## src/rtl/zet_prefetch_pkg.sv

```systemverilog
// Shared constants and state encoding for the instruction prefetch queue.
package zet_prefetch_pkg;

  typedef enum logic [1:0] {
    IDLE    = 2'd0,
    REQ     = 2'd1,
    DISCARD = 2'd2
  } pf_state_e;

  localparam int          QDEPTH       = 8;
  localparam logic [3:0]  REFILL_MAX   = 4'd6;
  localparam logic [19:0] RST_ADDR_DEF = 20'hFFFF0;

endpackage

```

## src/rtl/zet_prefetch_if.sv

```systemverilog
// Word-wide read bus between the prefetch queue and memory.
interface zet_prefetch_if;
  logic [18:0] mem_adr;
  logic        mem_stb;
  logic        mem_ack;
  logic [15:0] mem_dat;

  modport master (output mem_adr, output mem_stb, input mem_ack, input mem_dat);
  modport slave  (input mem_adr, input mem_stb, output mem_ack, output mem_dat);
endinterface

```

## src/rtl/zet_prefetch_ram.sv

```systemverilog
// 8x8 byte store: two write ports for a fetched word, two read ports at head/head+1.
module zet_prefetch_ram
  import zet_prefetch_pkg::*;
(
  input  logic       clk,
  input  logic       we0_i,
  input  logic [2:0] wa0_i,
  input  logic [7:0] wd0_i,
  input  logic       we1_i,
  input  logic [2:0] wa1_i,
  input  logic [7:0] wd1_i,
  input  logic [2:0] ra0_i,
  input  logic [2:0] ra1_i,
  output logic [7:0] rd0_o,
  output logic [7:0] rd1_o
);

  // Contents are deliberately not reset; readers gate on the queue count.
  logic [7:0] mem_q [QDEPTH];

  always_ff @(posedge clk) begin
    if (we0_i) mem_q[wa0_i] <= wd0_i;
    if (we1_i) mem_q[wa1_i] <= wd1_i;
  end

  assign rd0_o = mem_q[ra0_i];
  assign rd1_o = mem_q[ra1_i];

endmodule

```

## src/rtl/zet_prefetch.sv

```systemverilog
// Instruction prefetch queue: keeps up to 8 bytes ahead of the fetch stage.
module zet_prefetch
  import zet_prefetch_pkg::*;
#(
  parameter logic [19:0] RST_ADDR = RST_ADDR_DEF
) (
  input  logic        clk,
  input  logic        rst,
  input  logic [19:0] pc,
  input  logic        flush,
  input  logic        consume,
  input  logic        bytefetch,
  output logic [15:0] data,
  output logic        block,
  zet_prefetch_if.master mem
);

  pf_state_e   state_q, state_d;
  logic [19:0] fa_q, fa_d;
  logic [18:0] adr_q, adr_d;
  logic [2:0]  head_q, head_d;
  logic [2:0]  tail_q, tail_d;
  logic [3:0]  count_q, count_d;

  logic       valid;
  logic       ack_wr;
  logic       odd;
  logic [2:0] take;
  logic [2:0] put;
  logic [7:0] wd0;
  logic [7:0] rd0, rd1;

  always_comb begin
    valid  = count_q >= (bytefetch ? 4'd1 : 4'd2);
    take   = (consume && valid) ? (bytefetch ? 3'd1 : 3'd2) : 3'd0;
    ack_wr = (state_q == REQ) && mem.mem_ack && !flush;
    odd    = fa_q[0];
    put    = ack_wr ? (odd ? 3'd1 : 3'd2) : 3'd0;
    // An odd fetch address only wants the upper byte of the returned word.
    wd0    = odd ? mem.mem_dat[15:8] : mem.mem_dat[7:0];
  end

  always_comb begin
    state_d = state_q;
    fa_d    = fa_q;
    adr_d   = adr_q;
    head_d  = head_q + take;
    tail_d  = tail_q + put;
    count_d = count_q + {1'b0, put} - {1'b0, take};
    case (state_q)
      IDLE: begin
        if (!flush && count_q <= REFILL_MAX) begin
          state_d = REQ;
          adr_d   = fa_q[19:1];
        end
      end
      REQ: begin
        if (mem.mem_ack) begin
          state_d = IDLE;
          if (!flush) fa_d = fa_q + (odd ? 20'd1 : 20'd2);
        end else if (flush) begin
          state_d = DISCARD;
        end
      end
      DISCARD: begin
        if (mem.mem_ack) state_d = IDLE;
      end
      default: state_d = IDLE;
    endcase
    // Flush wins over consume and the ack write; adr_q stays put so the bus stays stable.
    if (flush) begin
      fa_d    = pc;
      head_d  = 3'd0;
      tail_d  = 3'd0;
      count_d = 4'd0;
    end
  end

  always_ff @(posedge clk or negedge rst) begin
    if (!rst) begin
      state_q <= IDLE;
      fa_q    <= RST_ADDR;
      adr_q   <= RST_ADDR[19:1];
      head_q  <= 3'd0;
      tail_q  <= 3'd0;
      count_q <= 4'd0;
    end else begin
      state_q <= state_d;
      fa_q    <= fa_d;
      adr_q   <= adr_d;
      head_q  <= head_d;
      tail_q  <= tail_d;
      count_q <= count_d;
    end
  end

  zet_prefetch_ram u_ram (
    .clk   (clk),
    .we0_i (ack_wr),
    .wa0_i (tail_q),
    .wd0_i (wd0),
    .we1_i (ack_wr && !odd),
    .wa1_i (tail_q + 3'd1),
    .wd1_i (mem.mem_dat[15:8]),
    .ra0_i (head_q),
    .ra1_i (head_q + 3'd1),
    .rd0_o (rd0),
    .rd1_o (rd1)
  );

  assign data        = {rd1, rd0};
  assign block       = ~valid;
  assign mem.mem_stb = (state_q != IDLE);
  assign mem.mem_adr = adr_q;

endmodule

```

## src/flat_wrapper.sv

```systemverilog
// flat-port wrapper written by rule: the top's interface ports become plain ports
module zet_prefetch_flat import zet_prefetch_pkg::*;
#(
  parameter logic [19:0] RST_ADDR = RST_ADDR_DEF
)
  (clk, rst, pc, flush, consume, bytefetch, data, block, mem_mem_adr, mem_mem_stb, mem_mem_ack, mem_mem_dat);
  zet_prefetch_if mem_i ();
  input  logic clk;
  input  logic rst;
  input  logic [19:0] pc;
  input  logic flush;
  input  logic consume;
  input  logic bytefetch;
  output logic [15:0] data;
  output logic block;
  output wire logic [$bits(mem_i.mem_adr)-1:0] mem_mem_adr;
  output wire logic [$bits(mem_i.mem_stb)-1:0] mem_mem_stb;
  input wire logic [$bits(mem_i.mem_ack)-1:0] mem_mem_ack;
  input wire logic [$bits(mem_i.mem_dat)-1:0] mem_mem_dat;
  assign mem_mem_adr = mem_i.mem_adr;
  assign mem_mem_stb = mem_i.mem_stb;
  assign mem_i.mem_ack = mem_mem_ack;
  assign mem_i.mem_dat = mem_mem_dat;
  zet_prefetch #(.RST_ADDR(RST_ADDR)) u_core (.clk(clk), .rst(rst), .pc(pc), .flush(flush), .consume(consume), .bytefetch(bytefetch), .data(data), .block(block), .mem(mem_i));
endmodule
```

## config.mk

```make
export PLATFORM = sky130hd
export DESIGN_NAME = zet_prefetch_flat
export DESIGN_NICKNAME = d
export VERILOG_FILES = /design/src/rtl/zet_prefetch_pkg.sv /design/src/rtl/zet_prefetch_if.sv /design/src/rtl/zet_prefetch_ram.sv /design/src/rtl/zet_prefetch.sv /design/src/flat_wrapper.sv
export SDC_FILE = /design/constraint.sdc
export NUM_CORES = 1
export LEC_CHECK = 0
export CAP_MARGIN = 40
export CORE_ASPECT_RATIO = 1.75
export CORE_MARGIN = 4
export CORE_UTILIZATION = 30
export DETAILED_ROUTE_END_ITERATION = 10
export PLACE_DENSITY = 0.45
export SLEW_MARGIN = 20
export SYNTH_ARGS = -nofsm -noshare
export SYNTH_HDL_FRONTEND = slang
export SYNTH_SLANG_ARGS = --single-unit
```

## constraint.sdc

```tcl
create_clock -name clk -period 3.5 [get_ports clk]
set_input_delay 1.05 -clock clk [delete_from_list [all_inputs] [get_ports clk]]
set_output_delay 1.05 -clock clk [all_outputs]
set_load 0.01 [all_outputs]
```

==> Word level (Yosys, flattened, before mapping) <==
Memories as Yosys holds them, arrays and structs flattened.
Index checks and enable logic that the tools add are counted.
{ "classes": {"n_addsub": 7, "n_lt_le_gt_ge": 2, "eq_ne": 5, "n_mux": 22, "bitwise_logic": 1, "n_reduce_logical": 14} }
{ "op_table": {"columns": ["cell", "n"], "rows": [
  ["$mux W20", 3],
  ["$add A20 B20 Y20", 1],
  ["$mux W2", 8],
  ["$mux W3", 4],
  ["$mux W8", 1],
  ["$add A3 B1 Y3 const B", 2],
  ["$add A3 B3 Y3", 2],
  ["$pmux W2 S3", 1],
  ["$reduce_bool A2 Y1", 3],
  ["$logic_and A1 B1 Y1", 5],
  ["$add A4 B3 Y4", 1],
  ["$ge A4 B4 Y1", 1],
  ["$le A4 B3 Y1 const B", 1],
  ["$mux W1", 4],
  ["$mux W4", 1],
  ["$reduce_and A2 Y1", 2],
  ["$sub A4 B3 Y4", 1],
  ["$ne A3 B3 Y1 const B", 1],
  ["$reduce_and A3 Y1", 1],
  ["$eq A2 B1 Y1 const B", 1],
  ["$eq A2 B2 Y1 const B", 1],
  ["$logic_not A1 Y1", 2],
  ["$logic_not A2 Y1", 1],
  ["$ne A2 B1 Y1 const B", 1],
  ["other kinds (2)", 2]
]} }
{ "word_totals": {"regBits": 51, "mem_bits_rw": 64, "in_bits": 42, "output_inout_bits": 37, "word_cells": 58, "mem_count": 1} }
{ "memory_table": {"columns": ["memory", "depth", "word_bits", "rd", "rd_clocked_by_memory_dff", "wr", "line_no", "text"], "rows": [
  ["u_core.u_ram.mem_q", 8, 8, 2, 0, 2, "zet_prefetch_ram.sv:19", "logic [7:0] mem_q [QDEPTH];"]
]} }

==> Longest topological paths before layout <==
{ "depth": {"depth_word": 7, "depth_mapped": 13, "depth_no_buf": 13} }

==> Hierarchy <==
Synthesis repeated with hierarchy kept, for this count alone.
{ "hier_totals": {"cells_unflattened": 483, "hier_area_um2": 6977.9} }
{ "by_module_without_submodules": {"columns": ["module", "n_inst", "cells_each", "area_each_um2", "seq_area_each_um2"], "rows": [
  ["zet_prefetch_ram", 1, 216, 3947.5, 1921.8],
  ["zet_prefetch", 1, 267, 3030.4, 1316.3]
]} }

==> Least setup slack after synthesis <==
No wires, ideal clock.
{ "synth_path": {"path_kind": "input to register", "startpoint": "input port bytefetch", "endpoint": "register u_core.count_q[3]", "setup_ns": 0.132, "t_arrival_ns": 3.487, "required_time_ns": 3.368, "slack_ns": -0.119, "cell_stages": 12, "n_path_buf": 0, "path_cell_list": "ha_1 -> nand2b_1 -> a21o_1 -> a21boi_0 -> nor3b_1 -> fa_1 -> inv_1 -> ha_1 -> a21o_1 -> a21oi_1 -> xnor2_1 -> nor2_1"} }
{ "synth_via": {"elab_chain_len": 6, "word_cells_on_any_way": 7, "cone_classes": "1 x add/sub; 1 x order compare; 4 x mux; 1 x reduce/logical"} }
{ "synth_rtl": {"columns": ["element", "line_no", "text"], "rows": [
  ["start, declared", "flat_wrapper.sv:13", "input logic bytefetch;"],
  ["$mux W2", "zet_prefetch.sv:34, zet_prefetch.sv:35", null],
  ["$ge A4 B4 Y1", "zet_prefetch.sv:34", "valid = count_q >= (bytefetch ? 4'd1 : 4'd2);"],
  ["$logic_and A1 B1 Y1", "zet_prefetch.sv:35", "take = (consume && valid) ? (bytefetch ? 3'd1 : 3'd2) : 3'd0;"],
  ["$mux W3 *", "zet_prefetch.sv:35", null],
  ["$sub A4 B3 Y4 *", "zet_prefetch.sv:49", "count_d = count_q + {1'b0, put} - {1'b0, take};"],
  ["$mux W4 *", "zet_prefetch.sv:71", "if (flush) begin"],
  ["net u_core.count_d[3]", "zet_prefetch.sv:23", "logic [3:0] count_q, count_d;"],
  ["end signal, assigned", "zet_prefetch.sv:93", "count_q <= count_d;"],
  ["end, declared", "zet_prefetch.sv:23", null]
]} }
Mark *: on every way through the listed nets, which the timed path passes. The rest lies on a longest branch.
A chain may end at the register's enable or synchronous reset.

==> Worst setup path after layout <==
{ "layout_path": {"startpoint": "register u_core.head_q[0]", "endpoint": "output port data[7]"} }
{ "layout_via": {"elab_chain_len": 1} }
{ "layout_rtl": {"columns": ["element", "line_no", "text"], "rows": [
  ["start, declared", "zet_prefetch.sv:21", "logic [2:0] head_q, head_d;"],
  ["start signal, assigned", "zet_prefetch.sv:84", "head_q <= 3'd0;"],
  ["start signal, assigned", "zet_prefetch.sv:91", "head_q <= head_d;"],
  ["$mem_v2 Z8 W8", null, null],
  ["end, declared", "flat_wrapper.sv:14", "output logic [15:0] data;"]
]} }
Every way passes these cells.

==> results_dict.tcl <==
set metrics [dict create \
    status "completed" \
    synth_fa_ha_area_share_pct 4.05 \
    maxCapViolCount 0 \
    crit_arrival_ns 2.39 \
    syn_nets 538 \
    fp.dieH_um 204 \
    fin_cells 906 \
    clock_latency_ns 0.42 \
    synth_compound_area_share_pct 5.05 \
    clock_sinks 115 \
    fin_crit_sh_pct 98.3 \
    rr_worst_depth 13 \
    hold_viol 0 \
    synth_top_family_by_area "multiplexers" \
    cp-start-kind "flop" \
    coreArea_mm2 0.0216 \
    timing.rr.start "u_core.count_q[0]$_DFF_PN0_" \
    yosysUniqueCellTypes 47 \
    ctsHtreeMaxLevel 4 \
    async_flop_share_pct 44.3 \
    drc 0 \
    rsz0062_at_grt "false" \
    vdd_drop_max_uv 405 \
    cts_tree "built" \
    seq_area_frac_synth_pct 49.0 \
    num_vias 4526 \
    dr.pass1.iters 4 \
    start_util_pct 30.6 \
    ant_nets 0 \
    reg2reg_slack_ns 0.72 \
    setup_viol 0 \
    synth_mux_area_share_pct 29.1 \
    detail_route.wirelength_um 18800 \
    dp.cells 865 \
    wl_per_cell_um 20.7 \
    report.final.slew_viol_count 0 \
    final_layout_size_suffix_gt1_share_pct 43.5 \
    rows 71 \
    place.gp.congestion 0.759 \
    yosysTopAreaCell "edfxtp_1" \
    critPathCaptureType "output pin" \
    hold_buffers 0 \
    reg2reg_to "u_core.count_q[3]$_DFF_PN0_" \
    finalCriticalPeriod_ns 3.44 \
    grt_util_all_layers_pct 16.1 \
    min-delay-start "u_core.mem.mem_adr[2]$_DFFE_PN0P_" \
    mostFrequentLayoutCell "mux2_2" \
    crit_fanout 16 \
    critPathRequiredTime_ns 2.45 \
    fin_skew_ns 0.0114 \
    drtIter0Drc 166 \
    power.density_mw_per_mm2 631 \
    slowest_delay_ns 0.48 \
    num-fill-cells 2085 \
    hold_depth 1 \
    io_pins 79 \
    whs_ns 0.510 \
    antenna_found_initial 0 \
    numCtsBuffers 17 \
    yosys-top-cells-area "edfxtp_1 (29%), mux2_2 (18%), dfstp_2 (13%)" \
    cts_max_path_buffers 2 \
    layout.nets 662 \
    synth_simple_gate_area_share_pct 8.02 \
    cts_root_buffer "clkbuf_16" \
    antenna_cells 0 \
    synth_area_mm2 0.00661 \
    synth_flop_cell "edfxtp_1" \
    fp.dieW_um 120 \
    crit_path_top_delay_cell "clkdlybuf4s50_1" \
    worstSetupPathType "flop to output pin" \
    max_freq_mhz 291 \
    synth_edf_count 64 \
    portBuffers 78 \
    yosysWarnings 0 \
    area_delta_synth_final_pct 31.7 \
    total_power_uw 5500 \
    synth_seq_cells 115 \
    dpl_cell_area_mm2 0.00802 \
    hold_end "u_core.mem.mem_adr[2]$_DFFE_PN0P_" \
    grt_pass1_wl_um 29600 \
    syn-mean-instance-area_um2 13.9 \
    grt_start_max_net_pins 44 \
    hpwl_um 13000 \
    tightest_slew_ns 0.569 \
    hp-class "flop to flop" \
    synthCells 477 \
    routed_via_density 5.00 \
    dieArea_mm2 0.0246 \
    final_area_mm2 0.00871 \
    grt-ovfl-total 0 \
    synth-xor-area-share_pct 2.25 \
    slew_headroom_pct 61.7 \
    synth_top_area_share_pct 29.1 \
    mostFrequentLayoutCells "mux2_2 (104), clkdlybuf4s50_1 (67), edfxtp_1 (64), buf_4 (42)" \
    total_leakage_power_uw 0.00320 \
    path_cells "buf_4 > bufbuf_16 > mux4_2 > mux2_2 > clkdlybuf4s50_1" \
    grt_pass1_vias 5145 \
    cts.reportedPaths.clkPinSlew_ns 0.05 \
]
## through the flow
stage	setup slack, ns	TNS [ns]	utilization [%]
2_1_floorplan	0.0204	0	-
3_3_place_gp	-0.454	-1.55	37.2
3_5_place_dp	-0.459	-1.69	37.2
4_1_cts	-0.0385	-0.109	40.3
5_1_grt	0.000983	0	40.3
6_report	0.0604	0	40.3
## critical path, delay by kind of cell (launching register included)
family / cells / cell delay (ns)
flops: 1 / 0.44
buf+inv: 3 / 0.95
mux: 2 / 0.57
## area by class of cell
class	instances	area [um^2]	area share, %
Sequential cell	115	3240	37.2
Tap cell	292	365	4.20
Timing Repair Buffer	128	1240	14.3
Clock buffer	28	528	6.06
Inverter	18	67.6	0.776
Multi-Input combinational cell	321	3240	37.2
Clock inverter	4	20.0	0.230
## layer usage
layer / track usage [%] / share of wire, %
met5: 0 / 0
met4: 5.59 / 2.1
met3: 3.32 / 3.4
met2: 31.0 / 57
met1: 17.2 / 37
## flip-flops by register name (all words and copies together), names as in the netlist
register / cells
u_core.count_q: 4
u_core.fa_q: 20
u_core.head_q: 3
u_core.mem.mem_adr: 19
u_core.state_q: 2
u_core.tail_q: 3
u_core.u_ram.mem_q: 64
## cell families (layout without fill, tap and decap cells)
logic type / count (synthesis) / after routing
mux: 139 / 139
flops: 115 / 115
simple gates: 98 / 98
compound gates: 48 / 48
buf+inv: 41 / 178
fa+ha+maj: 19 / 19
xor+xnor: 17 / 17
## synthesized netlist by cell type (all sizes together), types with 4 or more instances
cell	instances
nand3	5
nor2	18
o21ai	16
nand2	26
and3	6
nor2b	5
fa	4
a31oi	6
mux2	107
edfxtp	64
or4	6
o31ai	7
xnor2	12
ha	15
o21bai	4
or3	5
clkbuf	9
dfstp	32
buf	14
nand2b	5
inv	18
dfrtp	19
a21oi	4
mux4	32
xor2	5
## worst max-delay path by stage
stage | cells after the start | end | slack [ns] | from
after floorplan | 12 | u_core.count_q[3]$_DFF_PN0_ | 0.02 | bytefetch
after global placement | 6 | block | -0.45 | bytefetch
after detailed placement | 6 | block | -0.46 | bytefetch
after CTS | 7 | data[12] | -0.04 | u_core.head_q[0]$_DFF_PN0_
after global routing | 4 | data[5] | 0.001 | u_core.head_q[0]$_DFF_PN0_
final | 5 | data[7] | 0.06 | u_core.head_q[0]$_DFF_PN0_
## power by group
group / leakage (uW) / switching [uW] / internal, uW
logic: 0.00177 / 847 / 1190
clock network: 0.000273 / 583 / 1020
registers: 0.00116 / 140 / 1720
total: 0.00320 / 1570 / 3920
## timing repair
action	in CTS	in global routing
resized for setup	48	4
pin swaps	2	3
cloned	2	0
setup endpoints to repair	14	9
buffers inserted	7	1
(Power assumes the default switching activity.)
